**config.mk**
```make
export PLATFORM = sky130hd
export DESIGN_NAME = smart_code_transmitter
export DESIGN_NICKNAME = d
export VERILOG_FILES = /design/src/rtl/smart_code_transmitter.sv
export SDC_FILE = /design/constraint.sdc
export NUM_CORES = 1
export LEC_CHECK = 0
export ABC_AREA = 1
export CAP_MARGIN = 5
export CELL_PAD_IN_SITES_DETAIL_PLACEMENT = 0
export CELL_PAD_IN_SITES_GLOBAL_PLACEMENT = 1
export CORE_MARGIN = 2
export CORE_UTILIZATION = 30
export CTS_CLUSTER_SIZE = 12
export DETAILED_ROUTE_END_ITERATION = 6
export GPL_ROUTABILITY_DRIVEN = 0
export HOLD_SLACK_MARGIN = 0.03
export PLACE_DENSITY_LB_ADDON = 0.1
export SYNTH_ARGS = -nofsm -noshare
export SYNTH_HDL_FRONTEND = slang
export SYNTH_SLANG_ARGS = --single-unit
```
**constraint.sdc**
```tcl
create_clock -name clock -period 2.57 [get_ports clock]
set_input_delay 0.771 -clock clock [delete_from_list [all_inputs] [get_ports clock]]
set_output_delay 0.771 -clock clock [all_outputs]
set_load 0.01 [all_outputs]
```
**src/rtl/smart_code_transmitter.sv**
```systemverilog
// Serial unlock-code transmitter: shifts a code word out MSB first, one bit per
// bit period, then holds the line low for a guard gap and pulses done.
module smart_code_transmitter #(
   parameter int                  CODE_LEN   = 7,
   parameter logic [CODE_LEN-1:0] CODE_DEF   = 7'b1101011,
   parameter int                  BIT_CYCLES = 1,
   parameter int                  GAP_CYCLES = 2
) (
   input  logic                clock,
   input  logic                reset,
   input  logic                start,
   input  logic                use_def,
   input  logic [CODE_LEN-1:0] code_in,
   input  logic                abort,
   output logic                tx_bit,
   output logic                busy,
   output logic                done
);

   localparam int IDX_W = $clog2(CODE_LEN);
   localparam int CYC_W = $clog2(BIT_CYCLES + 1);
   localparam int GAP_W = $clog2(GAP_CYCLES + 1);

   localparam logic [IDX_W-1:0] IDX_LAST = IDX_W'(CODE_LEN - 1);
   localparam logic [CYC_W-1:0] CYC_LAST = CYC_W'(BIT_CYCLES - 1);
   localparam logic [GAP_W-1:0] GAP_LAST = GAP_W'(GAP_CYCLES - 1);

   typedef enum logic [1:0] {
      IDLE = 2'b00,
      SEND = 2'b01,
      GAP  = 2'b10
   } state_t;

   state_t              state, state_n;
   logic [CODE_LEN-1:0] shreg, shreg_n;
   logic [IDX_W-1:0]    bit_idx, bit_idx_n;
   logic [CYC_W-1:0]    cyc_cnt, cyc_cnt_n;
   logic [GAP_W-1:0]    gap_cnt, gap_cnt_n;
   logic                tx_n, busy_n, done_n;
   logic [CODE_LEN-1:0] load_code;

   assign load_code = use_def ? CODE_DEF : code_in;

   always_ff @(posedge clock or posedge reset) begin
      if (reset) begin
         state   <= IDLE;
         shreg   <= '0;
         bit_idx <= '0;
         cyc_cnt <= '0;
         gap_cnt <= '0;
         tx_bit  <= 1'b0;
         busy    <= 1'b0;
         done    <= 1'b0;
      end else begin
         state   <= state_n;
         shreg   <= shreg_n;
         bit_idx <= bit_idx_n;
         cyc_cnt <= cyc_cnt_n;
         gap_cnt <= gap_cnt_n;
         tx_bit  <= tx_n;
         busy    <= busy_n;
         done    <= done_n;
      end
   end

   // Outputs are computed one cycle ahead so tx_bit/busy/done come straight from flops.
   always_comb begin
      state_n   = state;
      shreg_n   = shreg;
      bit_idx_n = bit_idx;
      cyc_cnt_n = cyc_cnt;
      gap_cnt_n = gap_cnt;
      tx_n      = 1'b0;
      busy_n    = 1'b0;
      done_n    = 1'b0;
      case (state)
         IDLE: begin
            bit_idx_n = '0;
            cyc_cnt_n = '0;
            gap_cnt_n = '0;
            if (start) begin
               state_n = SEND;
               shreg_n = load_code;
               tx_n    = load_code[CODE_LEN-1];
               busy_n  = 1'b1;
            end
         end
         SEND: begin
            if (abort) begin
               state_n   = IDLE;
               bit_idx_n = '0;
               cyc_cnt_n = '0;
            end else begin
               busy_n = 1'b1;
               if (cyc_cnt == CYC_LAST) begin
                  cyc_cnt_n = '0;
                  if (bit_idx == IDX_LAST) begin
                     state_n   = GAP;
                     bit_idx_n = '0;
                     gap_cnt_n = '0;
                  end else begin
                     shreg_n   = shreg << 1;
                     bit_idx_n = bit_idx + 1'b1;
                     tx_n      = shreg[CODE_LEN-2];
                  end
               end else begin
                  cyc_cnt_n = cyc_cnt + 1'b1;
                  tx_n      = shreg[CODE_LEN-1];
               end
            end
         end
         GAP: begin
            if (abort) begin
               state_n   = IDLE;
               gap_cnt_n = '0;
            end else if (gap_cnt == GAP_LAST) begin
               state_n   = IDLE;
               gap_cnt_n = '0;
               done_n    = 1'b1;
            end else begin
               gap_cnt_n = gap_cnt + 1'b1;
               busy_n    = 1'b1;
            end
         end
         default: begin
            state_n   = IDLE;
            shreg_n   = '0;
            bit_idx_n = '0;
            cyc_cnt_n = '0;
            gap_cnt_n = '0;
         end
      endcase
   end

endmodule

```
======== Word-level counts from Yosys, hierarchy flattened ========
Index checks and enable logic that the tools add are counted.
word-level totals
  output and inout bits ................... 3
  bits of input ports ..................... 12
  word-level logic and storage cells ...... 68
  register bits after elaboration ......... 18
cells by class
  bitwise gates (word level) .............. 1
  equal/unequal tests ..................... 12
  muxes and demuxes ....................... 39
  reductions and logical operators ........ 5
  add/subtract/negate cells ............... 3
operator list
  operator                                                                number
  7-bit two-way mux                                                       5
  2-bit two-way mux                                                       11
  7-bit one-hot mux with 3 select lines                                   1
  1-bit two-way mux                                                       13
  2-bit inequality test (second input constant)                           5
  3-bit two-way mux                                                       3
  3-bit inequality test (second input constant)                           3
  2-bit one-hot mux with 3 select lines                                   1
  3-bit one-hot mux with 2 select lines                                   1
  5-bit AND reduction                                                     1
  2-bit by 1-bit equality test with 1-bit output (second input constant)  2
  1-bit one-hot mux with 2 select lines                                   2
  2-bit one-hot mux with 2 select lines                                   1
  4-bit AND reduction                                                     1
  3-bit by 1-bit adder with 3-bit output (second input constant)          1
  3-bit equality test (second input constant)                             1
  1-bit one-hot mux with 3 select lines                                   1
  3-bit AND reduction                                                     1
  2-bit by 1-bit adder with 2-bit output (second input constant)          1
  2-bit equality test (second input constant)                             1
  2-bit logical NOT                                                       1
  2-bit AND reduction                                                     1
  1-bit adder (second input constant)                                     1
  1-bit inverter                                                          1

======== Depth between registers and ports, before layout ========
  depth after elaboration ................. 5
  mapped depth ............................ 7
  depth with buffers taken out ............ 7

======== Worst setup path before layout ========
Ideal clock, no wire load.
  path kind ............................... input to register
  start ................................... input port start
  end ..................................... register shreg[5]
  library setup time ...................... 0.117 ns
  arrival ................................. 1.253 ns
  stages on the path ...................... 5
  path buffers ............................ 0
  setup slack ............................. 1.200 ns
  data required time ...................... 2.453 ns
  path through ............................ inv_1 > o21ai_2 > nand2_4 > nand2_1 > nand2_1
on the way
  cells in the longest elaborated chain, start to end .. 2
RTL lines
  what                             RTL line  text
  start, declared                  11        input logic start,
  2-bit inequality test (no line)  --
  5-bit AND reduction (no line)    --
  end signal, assigned             56        shreg <= shreg_n;
  end, declared                    35        logic [CODE_LEN-1:0] shreg, shreg_n;
No other way between the ends.
A chain may end at the register's enable or synchronous reset.

======== Worst setup path in the final report ========
  start ................................... register done
  end ..................................... output port done
RTL lines
  what                    RTL line  text
  start, declared         17        output logic done
  start signal, assigned  62        done <= done_n;
No word-level cell between the ends.

==> summary.md <==
| Metric | Value |
|---|---|
| Site row count | `18` |
| Worst Skew | `between 1.5 and 2 ps` |
| Final ANT Viol Nets | `0` |
| Commonest cells after routing, fill and taps aside | `nand2_1, dfrtp_1, clkdlybuf4s50_1, nand3_1` |
| Slew HR | `57.87%` |
| YS warnings | `0` |
| Placed Cells | `roughly 150` |
| Syn nets | `between 100 and 150` |
| DRT Wirelength | `around 1.6 mm` |
| Setup_tns | `0 ps` |
| Maximum VDD drop | `482.7 uV` |
| Crit path capture | `done` |
| Commonest non-fill, non-tap cell in the layout | `nand2_1` |
| CP Buf/Inv Count | `1` |
| Num CTS Buffers | `3` |
| Int Pwr | `around 0.00056 W` |
| ANT cells | `0` |
| Post-Syn Area | `between 800 and 900 sq um` |
| Dpl ws | `between 500 and 600 ps` |
| Via count | `~660` |
| Status | `finished clean` |
| Mux share of post-synthesis cell area | `0%` |
| Layout cells sized above 1 | `11.86%` |
| Fill cell count | `between 200 and 300` |
| Wire per inst | `~11 um` |
| Compound-gate portion of the synthesized area | `10.11%` |
| Die area | `just over 3000 sq um` |
| DIE WIDTH | `55.79 um` |
| CP required | `between 1500 and 2000 ps` |
| CP max FO | `1` |
| Setup-failing EPs final | `0` |
| Simple-gate share of the synthesized area | `about 34%` |
| Post-Syn Instances | `about 100` |
| Minimum clock period | `roughly 1900 ps` |
| CTS resizes | `0` |
| Final cell count without fillers | `approximately 150` |
| Maxcap violations | `0` |
| GRT overflow | `0` |
| Port Buffers | `14` |
| Sw frac | `between 40 and 50%` |
| Clk sink count | `16` |
| Slew @ Worst Pin | `between 600 and 700 ps` |
| Period utilisation layout | `74.34%` |
| Post-DR vias/cell | `around 4.5` |
| R2R depth | `5` |
| WS Path Type | `flop to primary output` |
| DP Area | `~980 sq um` |
| CTS tree | `built` |
| DP Wirelength | `~1.2 mm` |
| Vias in the first global route | `633` |
| Power density over the cells | `roughly 950 nW/um^2` |
| Synth Area in Adders | `0%` |
| Largest net degree at the start of global routing | `17` |
| Fin. Hold Viols | `0` |
| Reg area | `approximately 400 sq um` |
| Crit path capture type | `primary output` |
| Max-slew violation count | `0` |
| RSZ-0062 raised after global routing | `false` |
| Delay-heaviest family, CP | `buffers and inverters` |
| Area Overhead vs Synth | `24.88%` |
| Layout net count | `132` |
| Clock power share | `13.7%` |
| Starting Density | `about a third` |
| Leak | `roughly 0.48 nW` |
| Worst path max stage delay | `520 ps` |
| Antenna violations before repair | `0` |
| Worst reg-to-reg setup slack | `1390 ps` |
| Reg-to-reg critical path endpoint | `shreg[1]$_DFFE_PP0P_` |
| I/O Pins | `15` |
| H-tree Lvls | `1` |
| Total GRT Usage | `11.76%` |
| Design area | `around 1000 sq um` |
| Post-CTS setup buffer count | `0` |
| Reg clk slew, reported paths | `about 90 ps` |
| Reg power frac | `between 40% and 50%` |
| Critical path launch point | `done$_DFF_PP0_` |
| Largest family of logic cells by synthesized area | `simple AND/OR/NAND/NOR gates` |
| XOR/XNOR Fraction of Synth Area | `under 10%` |
| Setup WS post-layout | `between 600 and 700 ps` |
| CTS root buf | `clkbuf_4` |
| Cell count along the critical path | `1` |
| Reg-to-reg startpoint | `state[1]$_DFFE_PP0P_` |
| Worst hold path class | `flop to flop` |
| Startpoint class of the critical path | `flop` |
| Initial detailed-routing violation count | `16` |
| Gate power share | `between 40% and 50%` |
| Sw Pwr | `roughly 0.00040 W` |
| Core area | `2500 sq um` |
| Mean Syn Cell Area | `approximately 8 sq um` |
| Clock buffer depth | `2` |
| Slowest-stage cell, CP | `clkdlybuf4s50_1` |
| Die Ht | `roughly 56 um` |
| WP data arrival | `between 1000 and 1500 ps` |
| Later-pin clock latency in the skew report | `280 ps` |
| 1st-pass router iterations | `4` |
| Synth cell types | `18` |
| Multi-input logic area | `between 300 and 400 sq um` |
| Peak Freq | `approximately 0.52 GHz` |
| CTS Hold Bufs | `0` |
| #FFs+latches synth | `16` |
| CP Cell Sequence | `clkdlybuf4s50_1` |
| DRC | `0` |
| Post-synthesis sequential area ratio | `between 40% and 50%` |
| First-pass GRT wire length | `2.835 mm` |
[routing by layer]
layer,track usage (%),routed length (um),vias to the layer above
li1,-,-,357
met1,16.95,814,291
met5,0,0,-
met4,3.136,15,0
met2,15.65,669,12
met3,5.349,91,2
[worst min path at each step]
| stage | cells after the start | to | from |
|---|---|---|---|
| 6_report | 2 | shreg[3]$_DFFE_PP0P_ | shreg[3]$_DFFE_PP0P_ |
| 3_5_place_dp | 2 | shreg[3]$_DFFE_PP0P_ | shreg[3]$_DFFE_PP0P_ |
| 2_1_floorplan | 2 | shreg[0]$_DFFE_PP0P_ | shreg[0]$_DFFE_PP0P_ |
| 3_3_place_gp | 2 | shreg[1]$_DFFE_PP0P_ | shreg[1]$_DFFE_PP0P_ |
| 4_1_cts | 2 | shreg[3]$_DFFE_PP0P_ | shreg[3]$_DFFE_PP0P_ |
| 5_1_grt | 2 | gap_cnt[1]$_DFFE_PP0P_ | gap_cnt[1]$_DFFE_PP0P_ |
[power groups by stage]
stage                     logic (W)  registers (W)  clock network, W
after floorplan            0.000309       0.000404                 0
after global placement     0.000437       0.000412                 0
after detailed placement   0.000434       0.000406                 0
after CTS                  0.000433       0.000401          0.000142
after global routing       0.000493       0.000417          0.000154
final                      0.000426       0.000401          0.000132
[worst register-to-register path: stages (launching register included)]
cell     delay [ps]
dfrtp_1         460
nor2_2          290
o21ai_1         120
nand2_1          70
nand3_1          80
nand2_1          90
[cell families after synthesis]
kind of cell              Yosys count
AOI/OAI and AO/OA                  14
xor gates and xnor gates            1
DFF                                16
buffers and inverters              10
and+or+nand+nor                    60
[cells in the mapped netlist]
cell type,number,area share (%)
a21oi_1,2,1.2
nor2_1,3,1.4
nor2_2,4,3.1
o21ai_1,8,5.0
o21ai_2,1,1.1
nand3_1,9,5.6
dfrtp_1,16,50
nor3_1,1,0.62
o21a_1,1,0.93
o21bai_1,1,0.93
nand2_1,39,18
xnor2_1,1,1.1
nor2_4,1,1.4
nand2_4,2,2.8
o211ai_1,1,0.93
inv_2,2,0.93
inv_1,8,3.7
nand3_2,1,1.2
[cell type report]
class                      instances  area share (%)
multi-input combinational         75           36.49
clock buffer                       3           2.242
inverter                          10           3.736
timing repair buffer              14           13.95
tap                               30           3.736
sequential                        16           39.85
[through the flow]
| stage | utilization [%] | total power [W] | hold WS (ps) |
|---|---|---|---|
| 6_report | 40.19 | 0.0009583 | 480.0 |
| 2_1_floorplan | - | 0.0007131 | 442.2 |
| 3_5_place_dp | 39.29 | 0.0008395 | 459.4 |
| 5_1_grt | 40.19 | 0.001064 | 519.0 |
| 4_1_cts | 40.19 | 0.0009758 | 483.5 |
| 3_3_place_gp | 39.29 | 0.0008490 | 459.7 |
[flip-flops by register name, summed over array words and instances, names as in the netlist]
| name | flops |
|---|---|
| done | 1 |
| bit_idx | 3 |
| tx_bit | 1 |
| gap_cnt | 2 |
| shreg | 6 |
| state | 2 |
| busy | 1 |
Note: power is estimated with default switching activity, not from simulation.
